**src/rtl/alu_pkg.sv**
```systemverilog
// ALU opcode encoding, register/data widths, pipeline payload types and flag mask helper.
package alu_pkg;

    localparam int unsigned DATA_W  = 32;
    localparam int unsigned REG_W   = 5;
    localparam int unsigned ALUC_W  = 4;
    localparam int unsigned SHAMT_W = 5;

    localparam logic [ALUC_W-1:0] ALUC_ADDU = 4'b0000;
    localparam logic [ALUC_W-1:0] ALUC_SUBU = 4'b0001;
    localparam logic [ALUC_W-1:0] ALUC_ADD  = 4'b0010;
    localparam logic [ALUC_W-1:0] ALUC_SUB  = 4'b0011;
    localparam logic [ALUC_W-1:0] ALUC_AND  = 4'b0100;
    localparam logic [ALUC_W-1:0] ALUC_OR   = 4'b0101;
    localparam logic [ALUC_W-1:0] ALUC_XOR  = 4'b0110;
    localparam logic [ALUC_W-1:0] ALUC_NOR  = 4'b0111;
    localparam logic [ALUC_W-1:0] ALUC_LUI  = 4'b1000;  // 1001 also decodes as lui
    localparam logic [ALUC_W-1:0] ALUC_SLTU = 4'b1010;
    localparam logic [ALUC_W-1:0] ALUC_SLT  = 4'b1011;
    localparam logic [ALUC_W-1:0] ALUC_SRA  = 4'b1100;
    localparam logic [ALUC_W-1:0] ALUC_SRL  = 4'b1101;
    localparam logic [ALUC_W-1:0] ALUC_SLL  = 4'b1110;  // 1111 also decodes as sll

    // Op captured in S1 with its (possibly forwarded) operands
    typedef struct packed {
        logic [ALUC_W-1:0] aluc;
        logic [DATA_W-1:0] a;
        logic [DATA_W-1:0] b;
        logic [REG_W-1:0]  rd;
        logic              wen;
    } s1_t;

    // Result held in S2 and presented downstream
    typedef struct packed {
        logic [DATA_W-1:0] r;
        logic              zero;
        logic              carry;
        logic              negative;
        logic              overflow;
        logic [REG_W-1:0]  rd;
        logic              wen;
    } s2_t;

    typedef struct packed {
        logic carry;
        logic ovf;
    } flag_mask_t;

    // Which raw ALU flags are meaningful for a given opcode
    function automatic flag_mask_t flag_mask(input logic [ALUC_W-1:0] aluc);
        flag_mask_t m;
        m = '{carry: 1'b0, ovf: 1'b0};
        casez (aluc)
            ALUC_ADDU, ALUC_SUBU, ALUC_SLTU, ALUC_SRA, ALUC_SRL, 4'b111?: m.carry = 1'b1;
            ALUC_ADD, ALUC_SUB:                                          m.ovf   = 1'b1;
            default: ;
        endcase
        return m;
    endfunction

endpackage

```
**src/rtl/ex_stage_if.sv**
```systemverilog
// Upstream op channel, downstream result channel and status for ex_stage.
interface ex_stage_if;
    import alu_pkg::*;

    logic                in_valid;
    logic                in_ready;
    logic [ALUC_W-1:0]   in_aluc;
    logic [DATA_W-1:0]   in_a;
    logic [DATA_W-1:0]   in_b;
    logic [REG_W-1:0]    in_src_a;
    logic [REG_W-1:0]    in_src_b;
    logic [REG_W-1:0]    in_rd;
    logic                in_wen;

    logic                out_valid;
    logic                out_ready;
    logic [DATA_W-1:0]   out_r;
    logic                out_zero;
    logic                out_carry;
    logic                out_negative;
    logic                out_overflow;
    logic [REG_W-1:0]    out_rd;
    logic                out_wen;

    logic                sticky_ovf;
    logic                ovf_clr;
    logic [DATA_W-1:0]   retired_cnt;

    modport master (
        output in_valid, in_aluc, in_a, in_b, in_src_a, in_src_b, in_rd, in_wen,
        output out_ready, ovf_clr,
        input  in_ready, out_valid, out_r, out_zero, out_carry, out_negative,
        input  out_overflow, out_rd, out_wen, sticky_ovf, retired_cnt
    );

    modport slave (
        input  in_valid, in_aluc, in_a, in_b, in_src_a, in_src_b, in_rd, in_wen,
        input  out_ready, ovf_clr,
        output in_ready, out_valid, out_r, out_zero, out_carry, out_negative,
        output out_overflow, out_rd, out_wen, sticky_ovf, retired_cnt
    );

endinterface

```
**src/rtl/alu.sv**
```systemverilog
// Combinational 32-bit ALU producing raw (unmasked) flags.
module alu
    import alu_pkg::*;
(
    input  logic [ALUC_W-1:0] aluc,
    input  logic [DATA_W-1:0] a,
    input  logic [DATA_W-1:0] b,
    output logic [DATA_W-1:0] r,
    output logic              zero,
    output logic              carry,
    output logic              negative,
    output logic              overflow
);

    logic [DATA_W:0]    ext;
    logic [SHAMT_W-1:0] sh;

    // Opcode decode; shifts move b by a[4:0] and carry holds the last bit shifted out
    always_comb begin
        r        = '0;
        carry    = 1'b0;
        overflow = 1'b0;
        ext      = '0;
        sh       = a[SHAMT_W-1:0];
        casez (aluc)
            ALUC_ADDU, ALUC_ADD: begin
                ext      = {1'b0, a} + {1'b0, b};
                r        = ext[DATA_W-1:0];
                carry    = ext[DATA_W];
                overflow = (a[DATA_W-1] == b[DATA_W-1]) && (r[DATA_W-1] != a[DATA_W-1]);
            end
            ALUC_SUBU, ALUC_SUB: begin
                ext      = {1'b0, a} - {1'b0, b};
                r        = ext[DATA_W-1:0];
                carry    = ext[DATA_W];
                overflow = (a[DATA_W-1] != b[DATA_W-1]) && (r[DATA_W-1] != a[DATA_W-1]);
            end
            ALUC_AND: r = a & b;
            ALUC_OR:  r = a | b;
            ALUC_XOR: r = a ^ b;
            ALUC_NOR: r = ~(a | b);
            4'b100?:  r = {b[15:0], 16'h0000};
            ALUC_SLTU: begin
                r     = DATA_W'(a < b);
                carry = a < b;
            end
            ALUC_SLT: r = DATA_W'($signed(a) < $signed(b));
            ALUC_SRA: begin
                ext   = $signed({b, 1'b0}) >>> sh;
                r     = ext[DATA_W:1];
                carry = ext[0];
            end
            ALUC_SRL: begin
                ext   = {b, 1'b0} >> sh;
                r     = ext[DATA_W:1];
                carry = ext[0];
            end
            4'b111?: begin
                ext   = {1'b0, b} << sh;
                r     = ext[DATA_W-1:0];
                carry = ext[DATA_W];
            end
            default: r = '0;
        endcase
        zero     = (r == '0);
        negative = r[DATA_W-1];
    end

endmodule

```
**src/rtl/ex_stage.sv**
```systemverilog
// Two-register execute stage: S1 holds the op with forwarded operands, S2 holds the masked ALU result.
module ex_stage
    import alu_pkg::*;
#(
    parameter bit FWD_EN = 1'b1
) (
    input logic       clk,
    input logic       rst,
    ex_stage_if.slave bus
);

    logic              s1_valid;
    logic              s2_valid;
    s1_t               s1_q;
    s2_t               s2_q;
    logic              s1_adv;
    logic              s2_adv;
    logic              handshake;

    logic [DATA_W-1:0] alu_r;
    logic              alu_zero;
    logic              alu_carry;
    logic              alu_negative;
    logic              alu_overflow;
    flag_mask_t        mask;

    logic              s1_hit_a;
    logic              s1_hit_b;
    logic              s2_hit_a;
    logic              s2_hit_b;
    logic [DATA_W-1:0] fwd_a;
    logic [DATA_W-1:0] fwd_b;

    assign s2_adv      = !s2_valid || bus.out_ready;
    assign s1_adv      = !s1_valid || s2_adv;
    assign bus.in_ready = s1_adv;
    assign handshake   = s2_valid && bus.out_ready;

    alu u_alu (
        .aluc     (s1_q.aluc),
        .a        (s1_q.a),
        .b        (s1_q.b),
        .r        (alu_r),
        .zero     (alu_zero),
        .carry    (alu_carry),
        .negative (alu_negative),
        .overflow (alu_overflow)
    );

    assign mask = flag_mask(s1_q.aluc);

    // Producer match per operand; r0 is hardwired and never forwarded
    assign s1_hit_a = FWD_EN && (bus.in_src_a != '0) && s1_valid && s1_q.wen && (bus.in_src_a == s1_q.rd);
    assign s1_hit_b = FWD_EN && (bus.in_src_b != '0) && s1_valid && s1_q.wen && (bus.in_src_b == s1_q.rd);
    assign s2_hit_a = FWD_EN && (bus.in_src_a != '0) && s2_valid && s2_q.wen && (bus.in_src_a == s2_q.rd);
    assign s2_hit_b = FWD_EN && (bus.in_src_b != '0) && s2_valid && s2_q.wen && (bus.in_src_b == s2_q.rd);

    // Operand select: youngest producer (S1) wins over S2, else the decode value
    always_comb begin
        fwd_a = bus.in_a;
        fwd_b = bus.in_b;
        if (s1_hit_a)      fwd_a = alu_r;
        else if (s2_hit_a) fwd_a = s2_q.r;
        if (s1_hit_b)      fwd_b = alu_r;
        else if (s2_hit_b) fwd_b = s2_q.r;
    end

    // S1 register: accept a new op whenever the slot can advance
    always_ff @(posedge clk or posedge rst) begin
        if (rst) begin
            s1_valid <= 1'b0;
            s1_q     <= '0;
        end else if (s1_adv) begin
            s1_valid <= bus.in_valid;
            if (bus.in_valid) begin
                s1_q <= '{aluc: bus.in_aluc, a: fwd_a, b: fwd_b, rd: bus.in_rd, wen: bus.in_wen};
            end
        end
    end

    // S2 register: capture ALU result with opcode-masked carry/overflow
    always_ff @(posedge clk or posedge rst) begin
        if (rst) begin
            s2_valid <= 1'b0;
            s2_q     <= '0;
        end else if (s2_adv) begin
            s2_valid <= s1_valid;
            if (s1_valid) begin
                s2_q <= '{r:        alu_r,
                          zero:     alu_zero,
                          carry:    alu_carry & mask.carry,
                          negative: alu_negative,
                          overflow: alu_overflow & mask.ovf,
                          rd:       s1_q.rd,
                          wen:      s1_q.wen};
            end
        end
    end

    // Retire bookkeeping: handshake counter (wraps) and sticky overflow with clear priority
    always_ff @(posedge clk or posedge rst) begin
        if (rst) begin
            bus.retired_cnt <= '0;
            bus.sticky_ovf  <= 1'b0;
        end else begin
            if (handshake) begin
                bus.retired_cnt <= bus.retired_cnt + DATA_W'(1);
            end
            if (bus.ovf_clr) begin
                bus.sticky_ovf <= 1'b0;
            end else if (handshake && s2_q.overflow) begin
                bus.sticky_ovf <= 1'b1;
            end
        end
    end

    assign bus.out_valid    = s2_valid;
    assign bus.out_r        = s2_q.r;
    assign bus.out_zero     = s2_q.zero;
    assign bus.out_carry    = s2_q.carry;
    assign bus.out_negative = s2_q.negative;
    assign bus.out_overflow = s2_q.overflow;
    assign bus.out_rd       = s2_q.rd;
    assign bus.out_wen      = s2_q.wen;

endmodule

```
**src/flat_wrapper.sv**
```systemverilog
// flat-port wrapper written by rule: the top's interface ports become plain ports
module ex_stage_flat import alu_pkg::*;
#(
    parameter bit FWD_EN = 1'b1
)
  (clk, rst, bus_in_valid, bus_in_aluc, bus_in_a, bus_in_b, bus_in_src_a, bus_in_src_b, bus_in_rd, bus_in_wen, bus_out_ready, bus_ovf_clr, bus_in_ready, bus_out_valid, bus_out_r, bus_out_zero, bus_out_carry, bus_out_negative, bus_out_overflow, bus_out_rd, bus_out_wen, bus_sticky_ovf, bus_retired_cnt);
  ex_stage_if bus_i ();
  input logic clk;
  input logic rst;
  input wire logic [$bits(bus_i.in_valid)-1:0] bus_in_valid;
  input wire logic [$bits(bus_i.in_aluc)-1:0] bus_in_aluc;
  input wire logic [$bits(bus_i.in_a)-1:0] bus_in_a;
  input wire logic [$bits(bus_i.in_b)-1:0] bus_in_b;
  input wire logic [$bits(bus_i.in_src_a)-1:0] bus_in_src_a;
  input wire logic [$bits(bus_i.in_src_b)-1:0] bus_in_src_b;
  input wire logic [$bits(bus_i.in_rd)-1:0] bus_in_rd;
  input wire logic [$bits(bus_i.in_wen)-1:0] bus_in_wen;
  input wire logic [$bits(bus_i.out_ready)-1:0] bus_out_ready;
  input wire logic [$bits(bus_i.ovf_clr)-1:0] bus_ovf_clr;
  output wire logic [$bits(bus_i.in_ready)-1:0] bus_in_ready;
  output wire logic [$bits(bus_i.out_valid)-1:0] bus_out_valid;
  output wire logic [$bits(bus_i.out_r)-1:0] bus_out_r;
  output wire logic [$bits(bus_i.out_zero)-1:0] bus_out_zero;
  output wire logic [$bits(bus_i.out_carry)-1:0] bus_out_carry;
  output wire logic [$bits(bus_i.out_negative)-1:0] bus_out_negative;
  output wire logic [$bits(bus_i.out_overflow)-1:0] bus_out_overflow;
  output wire logic [$bits(bus_i.out_rd)-1:0] bus_out_rd;
  output wire logic [$bits(bus_i.out_wen)-1:0] bus_out_wen;
  output wire logic [$bits(bus_i.sticky_ovf)-1:0] bus_sticky_ovf;
  output wire logic [$bits(bus_i.retired_cnt)-1:0] bus_retired_cnt;
  assign bus_i.in_valid = bus_in_valid;
  assign bus_i.in_aluc = bus_in_aluc;
  assign bus_i.in_a = bus_in_a;
  assign bus_i.in_b = bus_in_b;
  assign bus_i.in_src_a = bus_in_src_a;
  assign bus_i.in_src_b = bus_in_src_b;
  assign bus_i.in_rd = bus_in_rd;
  assign bus_i.in_wen = bus_in_wen;
  assign bus_i.out_ready = bus_out_ready;
  assign bus_i.ovf_clr = bus_ovf_clr;
  assign bus_in_ready = bus_i.in_ready;
  assign bus_out_valid = bus_i.out_valid;
  assign bus_out_r = bus_i.out_r;
  assign bus_out_zero = bus_i.out_zero;
  assign bus_out_carry = bus_i.out_carry;
  assign bus_out_negative = bus_i.out_negative;
  assign bus_out_overflow = bus_i.out_overflow;
  assign bus_out_rd = bus_i.out_rd;
  assign bus_out_wen = bus_i.out_wen;
  assign bus_sticky_ovf = bus_i.sticky_ovf;
  assign bus_retired_cnt = bus_i.retired_cnt;
  ex_stage #(.FWD_EN(FWD_EN)) u_core (.clk(clk), .rst(rst), .bus(bus_i));
endmodule
```
**config.mk**
```make
export PLATFORM = sky130hd
export DESIGN_NAME = ex_stage_flat
export DESIGN_NICKNAME = d
export VERILOG_FILES = /design/src/rtl/alu_pkg.sv /design/src/rtl/ex_stage_if.sv /design/src/rtl/alu.sv /design/src/rtl/ex_stage.sv /design/src/flat_wrapper.sv
export SDC_FILE = /design/constraint.sdc
export NUM_CORES = 1
export LEC_CHECK = 0
export BUFFER_PORTS_ARGS = -buffer_cell sky130_fd_sc_hd__buf_2
export CAP_MARGIN = 20
export CORE_MARGIN = 3
export CORE_UTILIZATION = 50
export CTS_CLUSTER_SIZE = 10
export DETAILED_ROUTE_END_ITERATION = 8
export PLACE_DENSITY = 0.69
export SKIP_LAST_GASP = 1
export SLEW_MARGIN = 20
export SYNTH_ARGS = -nofsm -noshare
export SYNTH_HDL_FRONTEND = slang
export SYNTH_SLANG_ARGS = --single-unit
```
**constraint.sdc**
```tcl
create_clock -name clk -period 7.4 [get_ports clk]
set_clock_uncertainty 0.1 [all_clocks]
set_input_delay 1.48 -clock clk [delete_from_list [all_inputs] [get_ports clk]]
set_output_delay 1.48 -clock clk [all_outputs]
set_load 0.05 [all_outputs]
```
==> results summary <==
The post-detailed-route via-to-cell ratio came out at 7.028. The global-route wire length before repair came out at 119900 µm. In this design, the stage delay of the slowest critical-path cell is 1.01 ns.

Data arrives at the worst endpoint at 5.61 ns. The cell area after synthesis is 0.01776 mm². The post-detailed-route DRC marker count is 0. TritonCTS built the clock tree.

The number of pins exceeding their max-slew limit in the final report came out at 0. Setup repair after global routing left no endpoint under its margin. The floorplan die area came out at 0.03782 mm². The largest fanout on the critical path came out at 53. In this run, distinct cell masters in the synthesized netlist total 94. The startpoint class of the critical path is a register. The synthesis-to-finish area growth is 8.602%. The number of nets in the layout came out at 2471. The kind of critical path is reg2reg. The worst hold path belongs to the class reg2reg. The total track usage is 0.4173. The end point of the critical path is u_core.bus.out_zero. The y dimension of the die is 194.5 µm. The clock latency on the worst-skew pair is 0.45 ns.

Entering global routing, the biggest net connects 104 pins. The violation count after the first detailed-route iteration came out at 2480. The gate count after technology mapping is 2250. The number of cell instances on the worst register-to-register path came out at 12. The largest individual stage delay along the critical path comes from the cell sky130_fd_sc_hd__a221oi_1. The signal on the critical path passes through buf_4 > mux2i_1 > nand2_1 > o2bb2ai_1 > a221oi_1 > o21ai_0 > a211oi_2 > nor3b_1 > nand4_1 > and4bb_1 > nand4_1 > o31ai_1. The hold slack came out at 0.3941 ns. The number of H-tree levels came out at 4. The remaining antenna violation count after routing is 0. The die boundary width came out at 194.5 µm. The routability congestion estimate from global placement came out at 1.094. The worst-case IR drop observed on VDD is 326.4 µV.

The minimum setup slack among reg-to-reg paths is 2.04 ns. The floorplan step defined a core boundary enclosing 0.03480 mm². The total number of vias came out at 19360. The detailed-router iteration count before antenna repair came out at 6.

Once detailed placement completed, the half-perimeter wirelength came to 60550 µm. The flow ran to the end, and the final reports show no timing, DRC or antenna violations. The via count of the first global-routing pass is 18170.

The most critical setup path has its startpoint at u_core.s1_q[39]. Once layout is complete, the cells apart from fillers number 2755. After clock tree synthesis, the setup repair step added 0 buffers. The number of hold buffers added after CTS was 0. Summed over all cells, the static leakage comes to 8.284 nW.

The most numerous cell type found on the critical path is sky130_fd_sc_hd__nand4_1. The cell family contributing the most delay on the critical path is compound AO/OA/AOI/OAI gates. The number of clock sinks came out at 150.

The cell sitting at the root of the clock tree is a sky130_fd_sc_hd__clkbuf_16. The number of maximum-capacitance violations is 0. The number of setup violations in the final report came out at 0. The hold violation count in the final report is 0. The cell count along the critical path is 12. Headroom to the max-slew limit came out at 0.1866. The sequential share of the synthesized area is 0.2113. The overall power of the completed layout is 5.585 mW.

The maximum clock frequency is 186.7 MHz. The number of antenna violations at the first check in global routing is 4. The startpoint identified for the worst register-to-register timing path is u_core.s1_q[39]. The total of cells resized after clock tree synthesis is 0.

The buffer levels on the longest clock path came out at 2. The total detailed-routing wirelength came out at 81510 µm. The number of flops mapped to enable cells by yosys came out at 0. The cell area power density came out at 289.5 mW/mm². At the worst endpoint, the required time is 7.65 ns.

The number of filler instances in the final layout came out at 3272. The clock slew seen by the registers of the worst setup and hold paths came out at 0.08 ns. The buffering stage count on the worst path with inverters included is 1. The final sum of negative setup slack is 0 ns. In the final layout, the share of cells above drive strength 1 is 0.1760. The worst setup path is captured at a register. After detailed routing, the average wire length per cell comes to 29.58 µm. At the pin with the least slew margin, the transition time is 1.220 ns. Registers take 0.003765 mm². The number of cells after detailed placement is 2719. The share of synthesized flip-flops with an asynchronous set or reset came out at 1.000. The synthesized netlist net count is 2438. Pin placement for this block handled 166 I/O pins. The prevailing post-synth register cell is sky130_fd_sc_hd__dfrtp_1.

The reg-to-reg critical path endpoint is u_core.bus.out_zero. Synthesis inferred 150 register bits. The initial cell density of the core came out at 0.5104.

The floorplan has 68 rows. The multi-input combinational cell area is 0.01284 mm². A synthesized cell averages 7.894 µm². The post-layout minimum cycle time is 5.355 ns.

The number of warning messages in the yosys log came out at 0. The share of the clock period used by the worst path is 0.7237. The count of buffers inserted at the top-level ports came out at 165. The residual overflow from global routing is 0. Buffers inserted during clock tree synthesis total 17.
metrics by stage:
step	instance area (µm²)	utilization	worst slack, ns
6_report	19290	0.5543	2.045
5_1_grt	19280	0.5540	1.830
4_1_cts	19280	0.5539	2.321
3_5_place_dp	18670	0.5366	2.304
3_3_place_gp	18670	0.5366	2.330
2_1_floorplan	17760	-	1.784
how the worst min path moves through the flow:
stage	startpoint	cells after the start	slack [ns]	endpoint
finish	u_core.bus.retired_cnt[18]	1	0.39	u_core.bus.retired_cnt[18]
global placement	u_core.bus.retired_cnt[31]	1	0.35	u_core.bus.retired_cnt[31]
CTS	u_core.bus.retired_cnt[25]	1	0.39	u_core.bus.retired_cnt[25]
global route	u_core.bus.retired_cnt[31]	1	0.42	u_core.bus.retired_cnt[31]
detailed placement	u_core.s1_q[0]	2	0.38	u_core.bus.out_wen
floorplan	u_core.s1_q[0]	2	0.36	u_core.bus.out_wen
power breakdown:
part           switching (mW)  internal, mW
clock network           0.424         0.518
logic                    2.26          1.07
registers               0.338         0.980
cell type report:
type	instances	area share
multi-input combinational	1809	0.6656
sequential	150	0.1952
timing repair buffer	204	0.05799
tap	455	0.02951
clock buffer	18	0.02277
inverter	101	0.01991
clock inverter	14	0.008498
antenna	4	0.0005189
cells in the final DEF (no fill, tap or decap), drive strengths merged, types with 9 or more instances in the layout:
master	count
or3	17
nand2b	23
a221oi	17
nor2b	20
and3	15
nor3	41
nor2	173
a22o	9
dfrtp	150
a22oi	20
a211oi	34
o22ai	21
and2	10
mux2i	105
mux4	58
a21oi	151
ha	97
o211ai	28
buf	204
nand4	25
nand3	44
a31oi	27
xor2	14
mux2	69
a21o	22
o31ai	13
xnor2	54
nor4	16
o21bai	11
o21ai	189
nand2	321
inv	107
clkbuf	18
or2	14
registers in the layout, indices dropped and copies added (netlist names):
signal and cells:
u_core.s1_q 74, u_core.bus.retired_cnt 32, u_core.bus.out_r 31, u_core.bus.out_rd 5, u_core.bus.out_carry 1, u_core.bus.out_negative 1, u_core.bus.out_overflow 1, u_core.bus.out_valid 1
u_core.bus.out_wen 1, u_core.bus.out_zero 1, u_core.bus.sticky_ovf 1, u_core.s1_valid 1
synthesized netlist by cell type, types with 10 or more instances:
cell type	instances	area [µm²]
sky130_fd_sc_hd__a211oi_1	33	247.7
sky130_fd_sc_hd__a21o_1	22	165.2
sky130_fd_sc_hd__a21oi_1	151	755.7
sky130_fd_sc_hd__a221oi_1	13	113.9
sky130_fd_sc_hd__a22oi_1	20	150.1
sky130_fd_sc_hd__a31oi_1	27	168.9
sky130_fd_sc_hd__and2_1	10	62.56
sky130_fd_sc_hd__and3_1	15	93.84
sky130_fd_sc_hd__buf_1	22	82.58
sky130_fd_sc_hd__buf_2	26	130.1
sky130_fd_sc_hd__clkbuf_1	129	484.2
sky130_fd_sc_hd__dfrtp_1	150	3754
sky130_fd_sc_hd__ha_1	97	1214
sky130_fd_sc_hd__inv_1	98	367.9
sky130_fd_sc_hd__mux2_2	69	777.0
sky130_fd_sc_hd__mux2i_1	105	1051
sky130_fd_sc_hd__mux4_1	10	262.8
sky130_fd_sc_hd__mux4_2	48	1081
sky130_fd_sc_hd__nand2_1	321	1205
sky130_fd_sc_hd__nand2b_1	23	143.9
sky130_fd_sc_hd__nand3_1	44	220.2
sky130_fd_sc_hd__nand4_1	25	156.4
sky130_fd_sc_hd__nor2_1	173	649.4
sky130_fd_sc_hd__nor2b_1	20	125.1
sky130_fd_sc_hd__nor3_1	41	205.2
sky130_fd_sc_hd__nor4_1	16	100.1
sky130_fd_sc_hd__o211ai_1	28	210.2
sky130_fd_sc_hd__o21ai_0	179	895.9
sky130_fd_sc_hd__o21ai_1	10	50.05
sky130_fd_sc_hd__o21bai_1	11	82.58
sky130_fd_sc_hd__o22ai_1	21	131.4
sky130_fd_sc_hd__o31ai_1	12	90.09
sky130_fd_sc_hd__or2_2	14	87.58
sky130_fd_sc_hd__or3_1	17	106.4
sky130_fd_sc_hd__xnor2_1	54	473.0
sky130_fd_sc_hd__xor2_1	14	122.6
logic make-up after synthesis:
family                   Yosys count  synth area share
buffers and inverters            291           0.06826
adder cells (fa/ha/maj)           99           0.07059
flip-flops                       150            0.2113
AO/OA/AOI/OAI                    655            0.2422
XOR/XNOR                          68           0.03353
AND/OR/NAND/NOR                  755            0.1955
multiplexers                     232            0.1786
metal layers:
layer  wire length, µm  GRT usage  vias to the layer above
li1                  -          -                     8298
met1             31360     0.5583                     9309
met2             34530     0.6244                     1436
met3             10790     0.1227                      316
met4              4811     0.1910                        2
met5                12          0                        -
worst register-to-register path, delay by kind of cell (launching register included):
family | cells | cell delay [ns]
mux | 1 | 0.41
simple gates | 5 | 1.04
buf+inv | 1 | 0.68
flops | 1 | 0.67
compound gates | 5 | 2.35
(Power assumes the default switching activity.)
